[src/rtl/mem_port_arbiter.sv]
// Four-way arbiter sharing one single-port data memory among store, fetch,
// load1 and load2; returns read data to the requester that issued it.
//
// Ports:
//   clk, rst_n          clock, async active-low reset
//   req[3:0]            bit0 store, bit1 fetch, bit2 load1, bit3 load2
//   addr0..addr3        per-requester address
//   wdata0              store data
//   gnt[3:0]            one-hot combinational grant
//   rdata1..rdata3      held read data per read requester
//   rvalid[3:0]         one-cycle read-return pulse (bit0 always 0)
//   mem_en/we/addr/wdata  memory command
//   mem_rdata           memory read data, one cycle after a read
module mem_port_arbiter #(
  parameter int ADDR_W      = 16,
  parameter int DATA_W      = 16,
  parameter bit STORE_FIRST = 1'b1
) (
  input  logic              clk,
  input  logic              rst_n,
  input  logic [3:0]        req,
  input  logic [ADDR_W-1:0] addr0,
  input  logic [ADDR_W-1:0] addr1,
  input  logic [ADDR_W-1:0] addr2,
  input  logic [ADDR_W-1:0] addr3,
  input  logic [DATA_W-1:0] wdata0,
  output logic [3:0]        gnt,
  output logic [DATA_W-1:0] rdata1,
  output logic [DATA_W-1:0] rdata2,
  output logic [DATA_W-1:0] rdata3,
  output logic [3:0]        rvalid,
  output logic              mem_en,
  output logic              mem_we,
  output logic [ADDR_W-1:0] mem_addr,
  output logic [DATA_W-1:0] mem_wdata,
  input  logic [DATA_W-1:0] mem_rdata
);

  logic [1:0] ptr;
  logic       pend_v;
  logic [1:0] pend_tag;

  logic       hit;
  logic [1:0] win;
  logic [1:0] idx;
  logic       go;
  logic       rd_go;

  // Store override first, otherwise a rotating search starting at ptr.
  always_comb begin
    hit = 1'b0;
    win = 2'd0;
    idx = 2'd0;
    if (STORE_FIRST && req[0]) begin
      hit = 1'b1;
      win = 2'd0;
    end else begin
      for (int k = 0; k < 4; k++) begin
        idx = ptr + 2'(k);
        if (!hit && req[idx]) begin
          hit = 1'b1;
          win = idx;
        end
      end
    end
  end

  // Gating with rst_n makes the command outputs drop at once on reset.
  assign go    = hit & rst_n;
  assign rd_go = go & (win != 2'd0);

  always_comb begin
    gnt      = 4'd0;
    mem_addr = '0;
    if (go) begin
      gnt = 4'b0001 << win;
      unique case (1'b1)
        (win == 2'd0): mem_addr = addr0;
        (win == 2'd1): mem_addr = addr1;
        (win == 2'd2): mem_addr = addr2;
        (win == 2'd3): mem_addr = addr3;
        default:       mem_addr = '0;
      endcase
    end
  end

  assign mem_en    = go;
  assign mem_we    = go & (win == 2'd0);
  assign mem_wdata = mem_we ? wdata0 : '0;

  always_ff @(posedge clk or negedge rst_n) begin
    if (!rst_n) begin
      ptr      <= 2'd0;
      pend_v   <= 1'b0;
      pend_tag <= 2'd0;
    end else begin
      if (go) begin
        ptr <= win + 2'd1;
      end
      pend_v   <= rd_go;
      pend_tag <= win;
    end
  end

  // pend_tag is never 0 while pend_v is set, since stores never read.
  always_ff @(posedge clk or negedge rst_n) begin
    if (!rst_n) begin
      rvalid <= 4'd0;
      rdata1 <= '0;
      rdata2 <= '0;
      rdata3 <= '0;
    end else begin
      rvalid <= 4'd0;
      if (pend_v) begin
        rvalid[pend_tag] <= 1'b1;
        unique case (1'b1)
          (pend_tag == 2'd1): rdata1 <= mem_rdata;
          (pend_tag == 2'd2): rdata2 <= mem_rdata;
          (pend_tag == 2'd3): rdata3 <= mem_rdata;
          default: ;
        endcase
      end
    end
  end

endmodule

[config.mk]
export PLATFORM = sky130hd
export DESIGN_NAME = mem_port_arbiter
export DESIGN_NICKNAME = d
export VERILOG_FILES = /design/src/rtl/mem_port_arbiter.sv
export SDC_FILE = /design/constraint.sdc
export NUM_CORES = 1
export LEC_CHECK = 0
export BUFFER_PORTS_ARGS = -buffer_cell sky130_fd_sc_hd__buf_2
export CORE_AREA = 4 4 88 90
export DETAILED_ROUTE_END_ITERATION = 10
export DIE_AREA = 0 0 92 94
export PLACE_DENSITY = 0.77
export SYNTH_ARGS = -nofsm -noshare
export SYNTH_HDL_FRONTEND = slang
export SYNTH_SLANG_ARGS = --single-unit
[constraint.sdc]
create_clock -name clk -period 6.6 [get_ports clk]
set_input_delay 0.66 -clock clk [delete_from_list [all_inputs] [get_ports clk]]
set_output_delay 0.66 -clock clk [all_outputs]
set_load 0.01 [all_outputs]
[After elaboration in Yosys (flattened, before gate mapping)]
Cells that the tools add are included.
Storage, ports and cells
  bits in registers: 57
  input bits: 102
  output and inout bits: 90
  logic and storage cells: 67
Operators by class
  add/subtract/negate cells: 4
  magnitude comparators: 6
  equal/unequal tests: 6
  shift-type cells: 1
  mux-type cells: 28
  bitwise logic cells: 3
  reduce and logical (&&, ||, !) cells: 12
Operator list (count)
  $pmux W16 S4: 1
  $mux W16: 2
  $lt A2 B3 Y1 const B: 5
  $mux W1: 13
  $mux W2: 5
  $bmux W1 S2: 4
  $eq A2 B2 Y1 const B: 4
  $mux W4: 2
  $reduce_and A2 Y1: 3
  $add A2 B1 Y2 const B: 2
  $add A2 B2 Y2 const B: 2
  $eq A2 B1 Y1 const B: 2
  $logic_and A1 B1 Y1: 4
  $shl A1 B2 Y4 const A: 1
  $and A1 B1 Y1: 3
  $logic_not A1 Y1: 3
  $demux W1 S2: 1
  $ge A2 B1 Y1 const B: 1
  $logic_not A2 Y1: 1
  $reduce_bool A2 Y1: 1

[Longest topological paths before layout]
  word-level depth: 19
  gate-level depth with buffers: 9
  depth with buffers taken out: 7

[Worst setup path before layout]
OpenSTA, ideal clock, no wires.
  path type: input-to-output
  from: input req[2]
  to: output mem_addr[10]
  arrival time: 2262 ps
  data required time: 5940 ps
  setup slack: 3678 ps
  stages: 7
  path buffers: 2
  cells stage by stage: and3_1 or3_1 ha_1 buf_4 o41ai_4 buf_8 a21oi_1
Between the ends
  cells in the longest elaborated chain, start to end: 19
  elaborated cells between the ends (all ways): 34
  classes of those cells: eq/ne: 3; mux: 23; bitwise: 1; reduce/logical: 7
RTL lines
  start, declared: RTL line 21  | input logic [3:0] req,
  $bmux W1 S2: RTL line 60  | if (!hit && req[idx]) begin
  $mux W1 (implied by the code): RTL line 60
  $mux W1: RTL line 60
  $mux W1: RTL line 54  | if (STORE_FIRST && req[0]) begin
  $logic_not A1 Y1: RTL line 60
  $logic_and A1 B1 Y1: RTL line 60
  $mux W1: RTL line 60
  $mux W1: RTL line 54
  [... 3 more ...]
  $mux W1: RTL line 54
  $logic_not A1 Y1: RTL line 60
  $logic_and A1 B1 Y1: RTL line 60
  $mux W2: RTL line 60
  $mux W2: RTL line 54
  $eq A2 B2 Y1, or another cell as far along: RTL line 81  | (win == 2'd3): mem_addr = addr3;
  $pmux W16 S4: RTL line 77  | unique case (1'b1)
  $mux W16 *: RTL line 75  | if (go) begin
  end, declared: RTL line 34  | output logic [ADDR_W-1:0] mem_addr,
Every way passes the cells marked *; elsewhere a longest branch is shown, timed or not. The select of a mux whose other input is x is not followed.

[Final worst setup path]
  from: register ptr[1]
  to: output mem_wdata[5]
Between the ends
  cells in the longest elaborated chain, start to end: 19
  elaborated cells between the ends (all ways): 34
  classes of those cells: add/sub: 3; mux: 22; bitwise: 2; reduce/logical: 7
RTL lines
  start, declared: RTL line 39  | logic [1:0] ptr;
  start signal, assigned: RTL line 98  | ptr <= win + 2'd1;
  $bmux W1 S2: RTL line 60
  $mux W1 (implied by the code): RTL line 60
  $mux W1: RTL line 60
  $mux W1: RTL line 54
  $logic_not A1 Y1: RTL line 60
  $logic_and A1 B1 Y1: RTL line 60
  $mux W1: RTL line 60
  $mux W1: RTL line 54
  [... 3 more ...]
  $mux W1: RTL line 54
  $logic_not A1 Y1: RTL line 60
  $logic_and A1 B1 Y1: RTL line 60
  $mux W1 or $mux W2 (tied branches): RTL line 60
  $mux W1 or $mux W2 (tied branches): RTL line 54
  $and A1 B1 Y1 or $logic_not A2 Y1 (tied branches): RTL line 69, 88
  $and A1 B1 Y1 *: RTL line 88  | assign mem_we = go & (win == 2'd0);
  $mux W16 *: RTL line 89  | assign mem_wdata = mem_we ? wdata0 : '0;
  end, declared: RTL line 35  | output logic [DATA_W-1:0] mem_wdata,
Marked as above.

==> results.md <==
STA:
- Across all hold checks on the routed design, the worst slack comes to ~0.49 ns.
- The final-report max-slew violation count is 0.
- The worst slew slack as a fraction of its limit is 0.412.
- The maximum operating frequency is 261 MHz.
- The count of endpoints failing hold in the final timing report was 0.
- The worst setup margin is 2.77 ns.
- The slew at the pin closest to its max-slew limit is 0.881 ns.
- Counting I/O delays and the setup requirement, the final critical path takes 3.83 ns.
- In the finished design, the share of the clock period the worst path needs comes to 0.580.
- Setup violations remaining at the end of the flow were counted as 0.
- Setup repair after global routing left no endpoint under its margin.
- The worst-case clock skew is 0.00811 ns.
- Adding up every negative setup slack in the final design gives 0 ns.

Floorplan:
- The overall die width is 92 um.
- The floorplan step defined a die boundary enclosing 8650 um2.
- The I/O pin total is approximately 190.
- The floorplan has 31 rows.
- Measured along the y axis, the die boundary spans 94 um.
- The initial core utilization is 0.389.
- The standard cell core area is 7060 um2.

Power:
- The total power per unit cell area is 328 nW/um2.
- The worst vdd rail ir drop is approximately 120 uV.
- The leakage power figure is 2.08 nW.

Placement:
- Once placement completed, the tool counted placed cells totaling 493.
- The quantity of I/O buffers inserted on ports is 191.
- The weighted congestion reported at the end of routability-driven placement is 0.869.
- The final HPWL from detailed placement is a little over 6000 um.
- Prior to clock tree synthesis, the placed netlist has a worst setup slack of 2.84 ns.

Final layout:
- In the final layout, the share of cells above drive strength 1 is 0.641.
- Once layout is complete, the utilization of the core stands at 0.563.
- The growth of design area from synthesis to finish is 44.7%.
- The net count of the finished layout is ~510.
- The count of cells in the finished layout, fillers not included, comes to 509.
- The number of fill cells is 637.
- 0 antenna diodes ended up in the layout.

Setup path:
- The cell with the biggest individual delay on the critical path is a21oi_1.
- STA classifies the critical path startpoint as a flop.
- The worst endpoint data arrival time is 3.17 ns.
- The critical path endpoint category is a primary output.
- The maximum cell stage delay along the critical path is 0.71 ns.
- The critical path required time is 5.94 ns.
- The most common cell type on the critical path is a21oi_1.
- Of all nets on the critical path, the largest fanout is 19.
- The critical path start-end classification is reg -> out.
- Traced cell by cell, the critical path runs through nand2b_1 > a21oi_1 > or3_1 > ha_1 > nand2_1 > a21oi_1 > and2_1 > buf_2.
- The number of cells on the worst reg-to-reg path is 5.

Clocking:
- The count of buffers added by post-CTS timing repair for setup is 0.
- The clock drives 57 sinks.
- The tree is rooted in a clkbuf_8.
- TritonCTS built the clock tree.
- The total of cells resized after clock tree synthesis is 0.
- The maximum number of buffers from clock root to sink is 2.
- The H-tree depth is 3.
- At the later pin of the worst-skew pair, clock insertion delay measures 0.32 ns.
- The number of buffers added by the clock tree synthesis step is 9.
- The clock edge transition at the registers on the reported setup and hold paths is roughly 0.07 ns.
- The hold buffer count at CTS is 0.

GRT:
- The number of global-route vias before repair is 2627.
- The first global-routing pass estimated 12200 um of wire.
- For this run the aggregate overflow at the end of global routing stands at 0.
- Entering global routing, the biggest net connects between 60 and 70 pins.
- The total track usage is 0.180.
- The number of antenna violations at the first check in global routing is 0.

Synthesis:
- By area the synthesized netlist is led by dfrtp_1, mux2_2, a22oi_1, and2_1, a21oi_1.
- Counting every instance in the synthesized netlist gives ~220.
- The number of synthesized register bits is 57.
- Of the post-synthesis cell area, the dominant cell type holds 0.519.
- For this run, the register share of the synthesized area comes to 0.519.
- In this run, distinct cell masters in the synthesized netlist total 28.
- The post-synthesis cell area is 2750 um2.
- For this run, asynchronously set or reset flops after synthesis account for 1.00.
- The count of yosys warnings during synthesis is 0.
- When the netlist entered floorplanning its net count stood at 322.
- A synthesized cell averages 12.7 um2.
- The cell type with the largest total area after synthesis is dfrtp_1.
- Yosys mapped a number of flops with a built-in enable equal to 0.
- Among all flip-flop cells after synthesis, the most frequent one is dfrtp_1.

Run status:
- The run finished with clean final reports.

Route:
- Before antenna repair, the detailed router went through 4 iterations.
- The routed design has roughly 8000 um of wire.
- Dividing the detail-routed wire length by the instance count gives 15.6 um.
- The via density per instance is between 4 and 5.
- In this run, the number of DRC markers left after iteration 0 of detailed routing was 105.
- In the routed design, unresolved DRC markers number 0.
- The number of nets with antenna violations after detailed routing is 0.
- The total number of vias is around 2500.

Flow run:
- Across the run, the number of max-cap violations was 0.

Hold path:
- The min-delay analysis places its worst path in the category in -> async.
[sequential cells by signal, summed over array words and instances, names as in the netlist]
name      cells
pend_tag      2
pend_v        1
ptr           2
rdata1       16
rdata2       16
rdata3       16
rvalid        4
[kinds of logic (layout without fill, tap and decap cells)]
group,after synthesis,after routing,share of synthesized area
AOI/OAI and AO/OA,56,56,0.150
adders and majority gates,4,4,0.0182
buffers and inverters,18,212,0.0346
DFF,57,57,0.519
muxes,49,49,0.202
and+or+nand+nor,32,32,0.0752
[report_power, final]
group / internal, W / switching, W / leakage (nW)
Clock: 0.000222 / 0.000132 / 0.113
Combinational: 0.000218 / 0.000206 / 1.29
Sequential: 0.000467 / 0.0000581 / 0.675
[layer usage]
metal	wire [um]	track usage	vias to the layer above	share of wire
li1	-	-	1173	-
met1	2940	0.189	1174	0.37
met2	4250	0.333	129	0.53
met5	0	0	-	0
met4	135	0.0817	0	0.017
met3	639	0.0489	14	0.080
[stage by stage]
step / instance area (um2) / power [W]
6_report: 3970 / 0.00130
5_1_grt: 3970 / 0.00138
4_1_cts: 3970 / 0.00132
3_5_place_dp: 3750 / 0.000962
3_3_place_gp: 3750 / 0.000944
2_1_floorplan: 2750 / 0.000753
[synth_stat cells, drive strengths merged, types with 2 or more instances]
| master | instances |
|---|---|
| a21oi | 18 |
| a22oi | 32 |
| and2 | 19 |
| buf | 10 |
| clkbuf | 4 |
| dfrtp | 57 |
| ha | 4 |
| inv | 4 |
| mux2 | 49 |
| nand2b | 2 |
| nand3b | 2 |
| nor2 | 2 |
[final cells by class]
cell class,instances,area [um2],area share
clock buffers,11,141,0.0356
clock inverters,5,78.8,0.0198
multi-input cells,141,1220,0.308
repair buffers,192,963,0.242
flip-flops and latches,57,1430,0.359
well taps,99,124,0.0312
inverters,4,15.0,0.00378
[critical path, delay by kind of cell (launching register included)]
family	cells	cell delay, ns
flops	1	0.41
buf+inv	1	0.13
compound gates	2	0.95
simple gates	4	0.68
fa+ha+maj	1	0.67
[placed cells by master (no fill, tap or decap), types with 2 or more instances in the layout]
master | synthesis | routed
bufinv_16 | 0 | 2
dfrtp_1 | 57 | 57
mux2_2 | 48 | 48
and2_1 | 19 | 19
inv_1 | 4 | 4
a22oi_1 | 32 | 32
ha_1 | 4 | 4
nand3b_2 | 2 | 2
clkbuf_8 | 0 | 10
buf_2 | 7 | 191
nand2b_1 | 2 | 2
nor2_1 | 2 | 2
clkinv_2 | 0 | 2
a21oi_1 | 18 | 18
[final timing paths]
path | to | slack (ns) | startpoint
setup / recovery | mem_wdata[5] | 2.77 | ptr[1]
min in group clk | rdata1[8] | 0.50 | rdata1[8]
hold reg to reg | rdata1[8] | 0.50 | rdata1[8]
max in group asynchronous | rvalid[0] | 5.63 | rst_n
hold / removal | rdata3[7] | 0.49 | rst_n
setup reg to reg | pend_v | 4.68 | ptr[1]
(Power assumes the default switching activity.)
